File: src/rtl/pico_io_responder_pkg.sv
// Shared constants for the PicoBlaze-style port I/O responder.
//   PORT_*        : port_id values decoded by the responder
//   STAT_*        : bit positions inside the status byte read at PORT_FIFO_STAT
//   pack_status() : builds the status byte {full, empty, overflow, count[4:0]}
package pico_io_pkg;

  localparam logic [7:0] PORT_FIFO_DATA = 8'h20;
  localparam logic [7:0] PORT_FIFO_STAT = 8'h21;
  localparam logic [7:0] PORT_MEM_ADDR  = 8'h30;
  localparam logic [7:0] PORT_MEM_DATA  = 8'h31;

  localparam int STAT_FULL_BIT  = 7;
  localparam int STAT_EMPTY_BIT = 6;
  localparam int STAT_OVF_BIT   = 5;
  localparam int STAT_CNT_W     = 5;

  function automatic logic [7:0] pack_status(input logic full, input logic empty,
                                             input logic ovf,
                                             input logic [STAT_CNT_W-1:0] cnt);
    logic [7:0] s;
    s                 = {3'b000, cnt};
    s[STAT_FULL_BIT]  = full;
    s[STAT_EMPTY_BIT] = empty;
    s[STAT_OVF_BIT]   = ovf;
    return s;
  endfunction

endpackage

File: src/rtl/pico_io_responder_if.sv
// Port I/O bus between the soft-core initiator and the responder.
//   pb_port_id      : port address driven by the core
//   pb_out_port     : write data driven by the core
//   pb_write_strobe : single-cycle write enable
//   pb_read_strobe  : read indication (reads have no side effects)
//   pb_in_port      : registered read data returned to the core
interface pico_io_responder_if;
  logic [7:0] pb_port_id;
  logic [7:0] pb_out_port;
  logic       pb_write_strobe;
  logic       pb_read_strobe;
  logic [7:0] pb_in_port;

  modport master (output pb_port_id, output pb_out_port, output pb_write_strobe,
                  output pb_read_strobe, input pb_in_port);
  modport slave  (input pb_port_id, input pb_out_port, input pb_write_strobe,
                  input pb_read_strobe, output pb_in_port);
endinterface

File: src/rtl/pico_io_responder_fifo.sv
// sync_fifo: 8-bit first-word-fall-through FIFO, depth 2**AW.
//   push/push_data : write request; accepted when not full or when popping
//   rd_ready       : consumer pop; takes effect only while rd_valid
//   rd_data        : head byte (undefined while empty)
//   rd_valid/empty/full/count : occupancy status
//   ovf_evt        : one-cycle pulse when a push is dropped
module sync_fifo #(
  parameter int AW = 4
) (
  input  logic          clk,
  input  logic          rst,
  input  logic          push,
  input  logic [7:0]    push_data,
  input  logic          rd_ready,
  output logic [7:0]    rd_data,
  output logic          rd_valid,
  output logic          empty,
  output logic          full,
  output logic [AW:0]   count,
  output logic          ovf_evt
);

  localparam int DEPTH = 1 << AW;
  localparam logic [AW:0] DEPTH_C = (AW+1)'(DEPTH);

  logic [AW-1:0] wr_ptr_q, wr_ptr_d, rd_ptr_q, rd_ptr_d;
  logic [AW:0]   count_q, count_d;
  logic [7:0]    mem_q [DEPTH];
  logic          pop_ok, push_ok;

  assign empty    = (count_q == '0);
  assign full     = (count_q == DEPTH_C);
  assign rd_valid = !empty;
  assign count    = count_q;
  assign rd_data  = mem_q[rd_ptr_q];

  // A pop frees the slot the same cycle, so a push into a full FIFO is legal then.
  assign pop_ok  = rd_ready && !empty;
  assign push_ok = push && (!full || pop_ok);
  assign ovf_evt = push && full && !pop_ok;

  always_comb begin
    wr_ptr_d = wr_ptr_q;
    rd_ptr_d = rd_ptr_q;
    count_d  = count_q;
    if (push_ok) wr_ptr_d = wr_ptr_q + 1'b1;
    if (pop_ok)  rd_ptr_d = rd_ptr_q + 1'b1;
    case ({push_ok, pop_ok})
      2'b10:   count_d = count_q + 1'b1;
      2'b01:   count_d = count_q - 1'b1;
      default: count_d = count_q;
    endcase
  end

  always_ff @(posedge clk or posedge rst) begin
    if (rst) begin
      wr_ptr_q <= '0;
      rd_ptr_q <= '0;
      count_q  <= '0;
    end else begin
      wr_ptr_q <= wr_ptr_d;
      rd_ptr_q <= rd_ptr_d;
      count_q  <= count_d;
    end
  end

  // Storage is not reset; only the pointers define what is valid.
  always_ff @(posedge clk) begin
    if (push_ok) mem_q[wr_ptr_q] <= push_data;
  end

endmodule

File: src/rtl/pico_io_responder.sv
// pico_io_responder: system-side responder for the PicoBlaze-style port bus.
//   clk, rst        : clock, asynchronous active-high reset
//   pb (slave)      : core port bus; 0x30 address latch, 0x31 Mem1 data,
//                     0x20 FIFO push, 0x21 FIFO status / overflow clear
//   ld_we/addr/data : Mem1 preload write port (wins over a same-address core write)
//   fifo_rd_*       : FWFT consumer side of the push FIFO
//   fifo_count      : FIFO occupancy
//   fifo_overflow   : sticky, set when a push was dropped
module pico_io_responder
  import pico_io_pkg::*;
#(
  parameter int MEM_AW  = 3,
  parameter int FIFO_AW = 4
) (
  input  logic               clk,
  input  logic               rst,
  pico_io_responder_if.slave pb,
  input  logic               ld_we,
  input  logic [MEM_AW-1:0]  ld_addr,
  input  logic [7:0]         ld_data,
  output logic [7:0]         fifo_rd_data,
  output logic               fifo_rd_valid,
  input  logic               fifo_rd_ready,
  output logic [FIFO_AW:0]   fifo_count,
  output logic               fifo_overflow
);

  localparam int MEM_DEPTH = 1 << MEM_AW;

  logic [MEM_AW-1:0] addr_q, addr_d;
  logic [7:0]        in_port_q, in_port_d;
  logic              ovf_q, ovf_d;
  logic [7:0]        mem_q [MEM_DEPTH];
  logic              core_mem_we, fifo_push, ovf_clr, ovf_evt;
  logic              fifo_full, fifo_empty;
  logic              unused_read_strobe;

  // Reads are side-effect free, so the read strobe carries no information here.
  assign unused_read_strobe = pb.pb_read_strobe;

  sync_fifo #(.AW(FIFO_AW)) u_fifo (
    .clk       (clk),
    .rst       (rst),
    .push      (fifo_push),
    .push_data (pb.pb_out_port),
    .rd_ready  (fifo_rd_ready),
    .rd_data   (fifo_rd_data),
    .rd_valid  (fifo_rd_valid),
    .empty     (fifo_empty),
    .full      (fifo_full),
    .count     (fifo_count),
    .ovf_evt   (ovf_evt)
  );

  always_comb begin
    addr_d      = addr_q;
    ovf_d       = ovf_q;
    core_mem_we = 1'b0;
    fifo_push   = 1'b0;
    ovf_clr     = 1'b0;
    if (pb.pb_write_strobe) begin
      case (pb.pb_port_id)
        PORT_MEM_ADDR:  addr_d      = pb.pb_out_port[MEM_AW-1:0];
        // The preload port owns the cell when both target the same address.
        PORT_MEM_DATA:  core_mem_we = !(ld_we && (ld_addr == addr_q));
        PORT_FIFO_DATA: fifo_push   = 1'b1;
        PORT_FIFO_STAT: ovf_clr     = 1'b1;
        default: ;
      endcase
    end
    // Set is evaluated last so a drop in the clearing cycle is not lost.
    if (ovf_clr) ovf_d = 1'b0;
    if (ovf_evt) ovf_d = 1'b1;

    case (pb.pb_port_id)
      PORT_MEM_DATA:  in_port_d = mem_q[addr_q];
      PORT_FIFO_STAT: in_port_d = pack_status(fifo_full, fifo_empty, ovf_q,
                                              STAT_CNT_W'(fifo_count));
      PORT_MEM_ADDR:  in_port_d = 8'(addr_q);
      default:        in_port_d = 8'h00;
    endcase
  end

  always_ff @(posedge clk or posedge rst) begin
    if (rst) begin
      addr_q    <= '0;
      in_port_q <= 8'h00;
      ovf_q     <= 1'b0;
    end else begin
      addr_q    <= addr_d;
      in_port_q <= in_port_d;
      ovf_q     <= ovf_d;
    end
  end

  // Mem1 contents survive reset.
  always_ff @(posedge clk) begin
    if (ld_we)       mem_q[ld_addr] <= ld_data;
    if (core_mem_we) mem_q[addr_q]  <= pb.pb_out_port;
  end

  assign pb.pb_in_port  = in_port_q;
  assign fifo_overflow  = ovf_q;

endmodule

File: src/flat_wrapper.sv
// flat-port wrapper written by rule: the top's interface ports become plain ports
module pico_io_responder_flat import pico_io_pkg::*;
#(
  parameter int MEM_AW  = 3,
  parameter int FIFO_AW = 4
)
  (clk, rst, ld_we, ld_addr, ld_data, fifo_rd_data, fifo_rd_valid, fifo_rd_ready, fifo_count, fifo_overflow, pb_pb_port_id, pb_pb_out_port, pb_pb_write_strobe, pb_pb_read_strobe, pb_pb_in_port);
  pico_io_responder_if pb_i ();
  input  logic clk;
  input  logic rst;
  input  logic ld_we;
  input  logic [MEM_AW-1:0] ld_addr;
  input  logic [7:0] ld_data;
  output logic [7:0] fifo_rd_data;
  output logic fifo_rd_valid;
  input  logic fifo_rd_ready;
  output logic [FIFO_AW:0] fifo_count;
  output logic fifo_overflow;
  input wire logic [$bits(pb_i.pb_port_id)-1:0] pb_pb_port_id;
  input wire logic [$bits(pb_i.pb_out_port)-1:0] pb_pb_out_port;
  input wire logic [$bits(pb_i.pb_write_strobe)-1:0] pb_pb_write_strobe;
  input wire logic [$bits(pb_i.pb_read_strobe)-1:0] pb_pb_read_strobe;
  output wire logic [$bits(pb_i.pb_in_port)-1:0] pb_pb_in_port;
  assign pb_i.pb_port_id = pb_pb_port_id;
  assign pb_i.pb_out_port = pb_pb_out_port;
  assign pb_i.pb_write_strobe = pb_pb_write_strobe;
  assign pb_i.pb_read_strobe = pb_pb_read_strobe;
  assign pb_pb_in_port = pb_i.pb_in_port;
  pico_io_responder #(.MEM_AW(MEM_AW), .FIFO_AW(FIFO_AW)) u_core (.clk(clk), .rst(rst), .pb(pb_i), .ld_we(ld_we), .ld_addr(ld_addr), .ld_data(ld_data), .fifo_rd_data(fifo_rd_data), .fifo_rd_valid(fifo_rd_valid), .fifo_rd_ready(fifo_rd_ready), .fifo_count(fifo_count), .fifo_overflow(fifo_overflow));
endmodule
File: config.mk
export PLATFORM = sky130hd
export DESIGN_NAME = pico_io_responder_flat
export DESIGN_NICKNAME = d
export VERILOG_FILES = /design/src/rtl/pico_io_responder_pkg.sv /design/src/rtl/pico_io_responder_if.sv /design/src/rtl/pico_io_responder_fifo.sv /design/src/rtl/pico_io_responder.sv /design/src/flat_wrapper.sv
export SDC_FILE = /design/constraint.sdc
export NUM_CORES = 1
export LEC_CHECK = 0
export BUFFER_PORTS_ARGS = -buffer_cell sky130_fd_sc_hd__buf_2
export CORE_ASPECT_RATIO = 1.1
export CORE_MARGIN = 4
export CORE_UTILIZATION = 55
export DETAILED_ROUTE_END_ITERATION = 6
export GPL_TIMING_DRIVEN = 0
export PLACE_DENSITY = 0.75
export SYNTH_ARGS = -nofsm -noshare
export SYNTH_HDL_FRONTEND = slang
export SYNTH_HIERARCHICAL = 1
export SYNTH_SLANG_ARGS = --single-unit
File: constraint.sdc
create_clock -name clk -period 5.35 [get_ports clk]
set_input_delay 1.07 -clock clk [delete_from_list [all_inputs] [get_ports clk]]
set_output_delay 1.07 -clock clk [all_outputs]
set_load 0.005 [all_outputs]
Yosys cells after proc, flatten, opt, wreduce, memory -nomap -nowiden --
Memories as Yosys holds them, arrays and structs flattened. Cells that the tools add are included.
Word-level totals: bits in registers 25, bits in writable memories 192, input port bits 33, output and inout port bits 23, logic and storage cells 50, memories kept 2
Memory list:
- u_core.u_fifo.mem_q | depth 16, bits a word 8, rd ports 1, clocked after Yosys merged registers in 0, write ports 1, line pico_io_responder_fifo.sv:28 | logic [7:0] mem_q [DEPTH];
- u_core.mem_q | depth 8, bits a word 8, rd ports 1, clocked after Yosys merged registers in 0, write ports 2, line pico_io_responder.sv:33 | logic [7:0] mem_q [MEM_DEPTH];
Cells by class: add/subtract/negate cells 4, equality and inequality tests 8, multiplexer cells 16, reduce and logical (&&, ||, !) cells 14
Operators by type and width (count):
- equality test 8 x 6 -> 1 bit, second input constant | 4
- one-hot mux 8 bit (3 select lines) | 1
- 2-to-1 mux 1 bit | 14
- one-hot mux 5 bit (2 select lines) | 1
- adder 4 x 1 -> 4 bit, second input constant | 2
- adder 5 x 1 -> 5 bit, second input constant | 1
- equality test 5 bit, second input constant | 1
- logical AND 1 bit | 5
- logical NOT 5 bit | 1
- subtractor 5 x 1 -> 5 bit, second input constant | 1
- logical NOT 1 bit | 4
- nonzero test 2 bit | 2
- equality test 3 bit | 1
- equality test 2 x 1 -> 1 bit, second input constant | 1
- equality test 2 bit, second input constant | 1
- AND reduction 2 bit | 1
- logical OR 1 bit | 1

Logic depth before layout (Yosys ltp) --
depth after elaboration 7, mapped depth 12

By module --
The synthesis kept the hierarchy.
Modules (own cells, without submodules):
- sync_fifo | instances 1, cells an instance 298, area an instance 5745.5 µm², sequential area each 4169.0 µm²
- pico_io_responder | instances 1, cells an instance 291, area an instance 4040.1 µm², sequential area each 2222.1 µm²

Worst setup path before layout --
No wires, ideal clock.
kind input -> register, start in pb_pb_port_id[1], end mem u_core.u_fifo.mem_q[0][0] (enable), arrival 3178 ps, data required time 4952 ps, slack 1774 ps, stages on the path 6, buffers on the path 1, cells stage by stage nor4b_2 > and2_1 > clkbuf_1 > and4_1 > o21ai_1 > nor4b_1
On the way: word-level cells in the longest chain between the ends 6
RTL lines:
- start: declaration | line flat_wrapper.sv:19 | input wire logic [$bits(pb_i.pb_port_id)-1:0] pb_pb_port_id;
- equality test 8 x 6 -> 1 bit | line pico_io_responder.sv:62 | case (pb.pb_port_id)
- 2-to-1 mux 1 bit | line pico_io_responder.sv:62
- 2-to-1 mux 1 bit | line pico_io_responder.sv:61 | if (pb.pb_write_strobe) begin
- net u_core.fifo_push | line pico_io_responder.sv:34 | logic core_mem_we, fifo_push, ovf_clr, ovf_evt;
- logical AND 1 bit | line pico_io_responder_fifo.sv:39 | assign push_ok = push && (!full || pop_ok);
- 2-to-1 mux 1 bit | line pico_io_responder_fifo.sv:69 | if (push_ok) mem_q[wr_ptr_q] <= push_data;
- 2-to-1 mux 1 bit (implied by the code) | line pico_io_responder_fifo.sv:69
- end: declaration | line pico_io_responder_fifo.sv:28
The timed path passes the listed nets, and every way through them passes these cells.

Worst setup path in the final report --
start reg u_core.u_fifo.rd_ptr_q[1], end out fifo_rd_data[1]
On the way: word-level cells in the longest chain between the ends 1
RTL lines:
- start: declaration | line pico_io_responder_fifo.sv:26 | logic [AW-1:0] wr_ptr_q, wr_ptr_d, rd_ptr_q, rd_ptr_d;
- start signal: assignment | line pico_io_responder_fifo.sv:62 | rd_ptr_q <= rd_ptr_d;
- memory read (16 x 8 bit)
- end: declaration | line flat_wrapper.sv:14 | output logic [7:0] fifo_rd_data;
Every way passes these cells.

==> key figures <==
Synthesis
  – Yosys reg bits: 217
  – Synthesized area: 9790 um^2
  – Yosys top cell area share: 0.589
  – Most common cell in the netlist: edfxtp_1
  – Leading area contributor after synthesis: edfxtp_1
  – Number of synthesized flops with an enable pin: 192
  – Synth async-reset ratio: 0.115
  – Syn Inst Count: 589
  – Synth top area cells: edfxtp_1 (59%), mux4_2 (8.1%), mux2_2 (7.7%), dfrtp_1 (6.4%), mux2i_1 (1.5%)
  – Syn avg cell area: 16.6 um^2
  – Yosys warns: 6
  – Synth cell types: 62
  – Most frequent cells after synthesis: edfxtp_1 (192), mux2_2 (67), mux4_2 (35)
  – Synthesized Nets: 631
  – Seq/Total Area, Yosys: 0.653
  – Synth Flop Type: edfxtp_1

STA
  – RSZ-0062 raised after global routing: no
  – Hold slack: 539 ps
  – Slew Limit Fails: 0
  – Fin Setup TNS: 0 ps
  – Ratio of final minimum period to clock period: 0.715
  – Slew headroom: 0.267
  – Final hold violations: 0
  – Minimum clock period: 3820 ps
  – Clk_skew: 8.69 ps
  – Final setup vio count: 0
  – Worst slew pin tran: 1100 ps
  – Fmax achieved: 262 MHz

Routing
  – Initial drt markers: 612
  – DRC: 0
  – Vias per std cell: 6.30
  – Post-DRT Antenna Nets: 0
  – Drt pass-1 iters: 5
  – Wirelength per Cell: 24.9 um
  – Vias: 5,771
  – WL final: 22,800 um

Clock network
  – CTS resizes: 0
  – Hold_buf cts: 0
  – Root buf cell: clkbuf_16
  – CTS tree: built
  – Htree depth: 1
  – Clock Tree Buf Depth: 3
  – CTS Buf Count: 22
  – Post-CTS Setup Inserts: 0
  – Clock Sinks: 217
  – Worst-Skew Late Latency: 490 ps
  – Clock slew at reported path FFs: 60 ps

Worst setup path
  – Setup crit start kind: register
  – Worst EP arrival: 2750 ps
  – CP required: 4280 ps
  – Setup crit end kind: output port
  – End of the worst register-to-register path: u_core/mem_q[5][7]
  – Setup CP Type: reg2out
  – Critical R2R Launch: u_core/addr_q[2]
  – R2R cell count: 5
  – CP Max Fanout: 10
  – Reg2Reg Setup Slack: 2280 ps

Floorplan
  – Die H: 148 um
  – Core ar.: 17,300 um^2
  – Chip width: 135 um
  – Die ar.: 20,000 um^2
  – Starting density of the core: 0.567
  – Num ports: 56
  – # rows: 50

Layout
  – N_diodes: 0
  – Nets: 708
  – Share of cells above drive strength 1: 0.323
  – Area growth, synth to finish: 13.6%
  – FILL cells: 1,276

Power
  – P_leak: 3.84 nW
  – Power Dens Cells: 410 nW/um^2
  – VDD IR max: 0.263 mV

GRT
  – Number of global-route vias before repair: 6,019
  – GR Overflow Total: 0
  – Total GRT Usage: 0.229
  – First-pass GRT wire length: 34,600 um
  – Initial antenna violation count: 0
  – Largest net degree at the start of global routing: 26

Status
  – Status: completed

Job
  – Max_cap viols: 0

Placement
  – Placer Congestion: 0.940
  – Port Buffer Count: 51
  – Dpl hpwl: 14,900 um

Worst hold path
  – Worst Hold Class: reg2reg
  – Hold EP: u_core/fifo_overflow
  – Min-delay src: u_core/fifo_overflow
  – WHS Path Cells: 1
-- per-stage QoR --
stage / instances / power (mW) / util / area (um^2) / setup slack (ps)
floorplan: 589 / 2.68 / - / 9790 / 1770
global placement: 874 / 2.99 / 0.598 / 10300 / 961
detailed placement: 876 / 3.03 / 0.601 / 10400 / 1440
CTS: 916 / 4.58 / 0.644 / 11100 / 1460
global route: 916 / 4.74 / 0.644 / 11100 / 1390
finish: 916 / 4.56 / 0.644 / 11100 / 1530
-- power by group --
part | total, mW | internal [mW] | switching [mW]
combinational | 1.03 | 0.479 | 0.555
clock | 1.56 | 0.949 | 0.612
sequential | 1.96 | 1.90 | 0.0647
total | 4.56 | 3.32 | 1.23
-- metal layers --
metal / share of wire / GRT usage / up-vias
met3: 0.056 / 0.0296 / 46
li1: - / - / 2510
met4: 0.022 / 0.0610 / 0
met5: 0 / 0 / -
met2: 0.52 / 0.394 / 238
met1: 0.40 / 0.309 / 2977
-- flip-flops by register name, summed over array words and instances, names as in the netlist --
signal and count:
u_core/mem_q 64, u_core/u_fifo/wr_ptr_q 4, u_core/addr_q 3, u_core/u_fifo/mem_q 128, u_core/fifo_overflow 1, u_core/u_fifo/count 5
u_core/pb.pb_in_port 8, u_core/u_fifo/rd_ptr_q 4
-- placed cells by master, fill, tap and decap left out, types with 4 or more instances in the layout --
| master | synthesis | final |
|---|---|---|
| a21oi_1 | 6 | 6 |
| a221oi_1 | 5 | 5 |
| nand2_1 | 20 | 20 |
| nor2b_1 | 5 | 5 |
| clkbuf_1 | 12 | 17 |
| and4_1 | 7 | 7 |
| mux2_2 | 67 | 67 |
| nand2b_1 | 5 | 5 |
| mux2i_1 | 15 | 15 |
| xnor2_1 | 11 | 11 |
| ha_1 | 8 | 8 |
| a22oi_1 | 16 | 16 |
| nand3b_1 | 5 | 5 |
| nor4b_2 | 1 | 5 |
| and2_1 | 10 | 10 |
| a211oi_1 | 5 | 5 |
| mux4_2 | 35 | 35 |
| nand3_1 | 7 | 7 |
| inv_1 | 17 | 17 |
| edfxtp_1 | 192 | 192 |
| o21ai_0 | 12 | 12 |
| clkbuf_16 | 0 | 23 |
| nor4_4 | 4 | 4 |
| nand4_1 | 10 | 10 |
| nor2_1 | 20 | 20 |
| buf_2 | 13 | 64 |
| buf_1 | 4 | 4 |
| dfrtp_1 | 25 | 25 |
-- cells by family after synthesis --
family	after synthesis	synth area share
AOI/OAI and AO/OA	72	0.0554
xor gates and xnor gates	12	0.0107
adders and majority gates	9	0.0123
buffers and inverters	49	0.0211
DFF	217	0.653
muxes	121	0.178
and+or+nand+nor	109	0.0694
-- critical path, stage by stage, from the launching register on --
cell and delay, ps:
dfrtp_1 350, clkbuf_1 350, clkbuf_1 620, mux4_2 420, a22oi_1 300, nand2_1 90, buf_2 130
-- how the worst max path moves through the flow --
stage	slack [ps]	cells past startpoint	to	from
after CTS	1460	6	fifo_rd_data[6]	u_core/u_fifo/rd_ptr_q[1]
after floorplan	1770	6	u_core/u_fifo/mem_q[0][0]	pb_pb_port_id[1]
final	1530	6	fifo_rd_data[1]	u_core/u_fifo/rd_ptr_q[1]
after global placement	960	7	u_core/u_fifo/mem_q[0][0]	pb_pb_port_id[1]
after detailed placement	1440	8	u_core/u_fifo/mem_q[7][0]	pb_pb_port_id[1]
after global routing	1390	6	fifo_rd_data[6]	u_core/u_fifo/rd_ptr_q[1]
-- area by class of cell --
type                    instances  area [um^2]  area share
plain buffers                  32          143      0.0128
repair buffers                 53          270      0.0243
clock buffers                  29          608      0.0547
clock inverters                11          138      0.0124
inverters                      17         63.8     0.00574
well taps                     234          293      0.0263
flip-flops and latches        217         6390       0.575
multi-input cells             323         3210       0.289
Power figures use the tool's default switching activity.
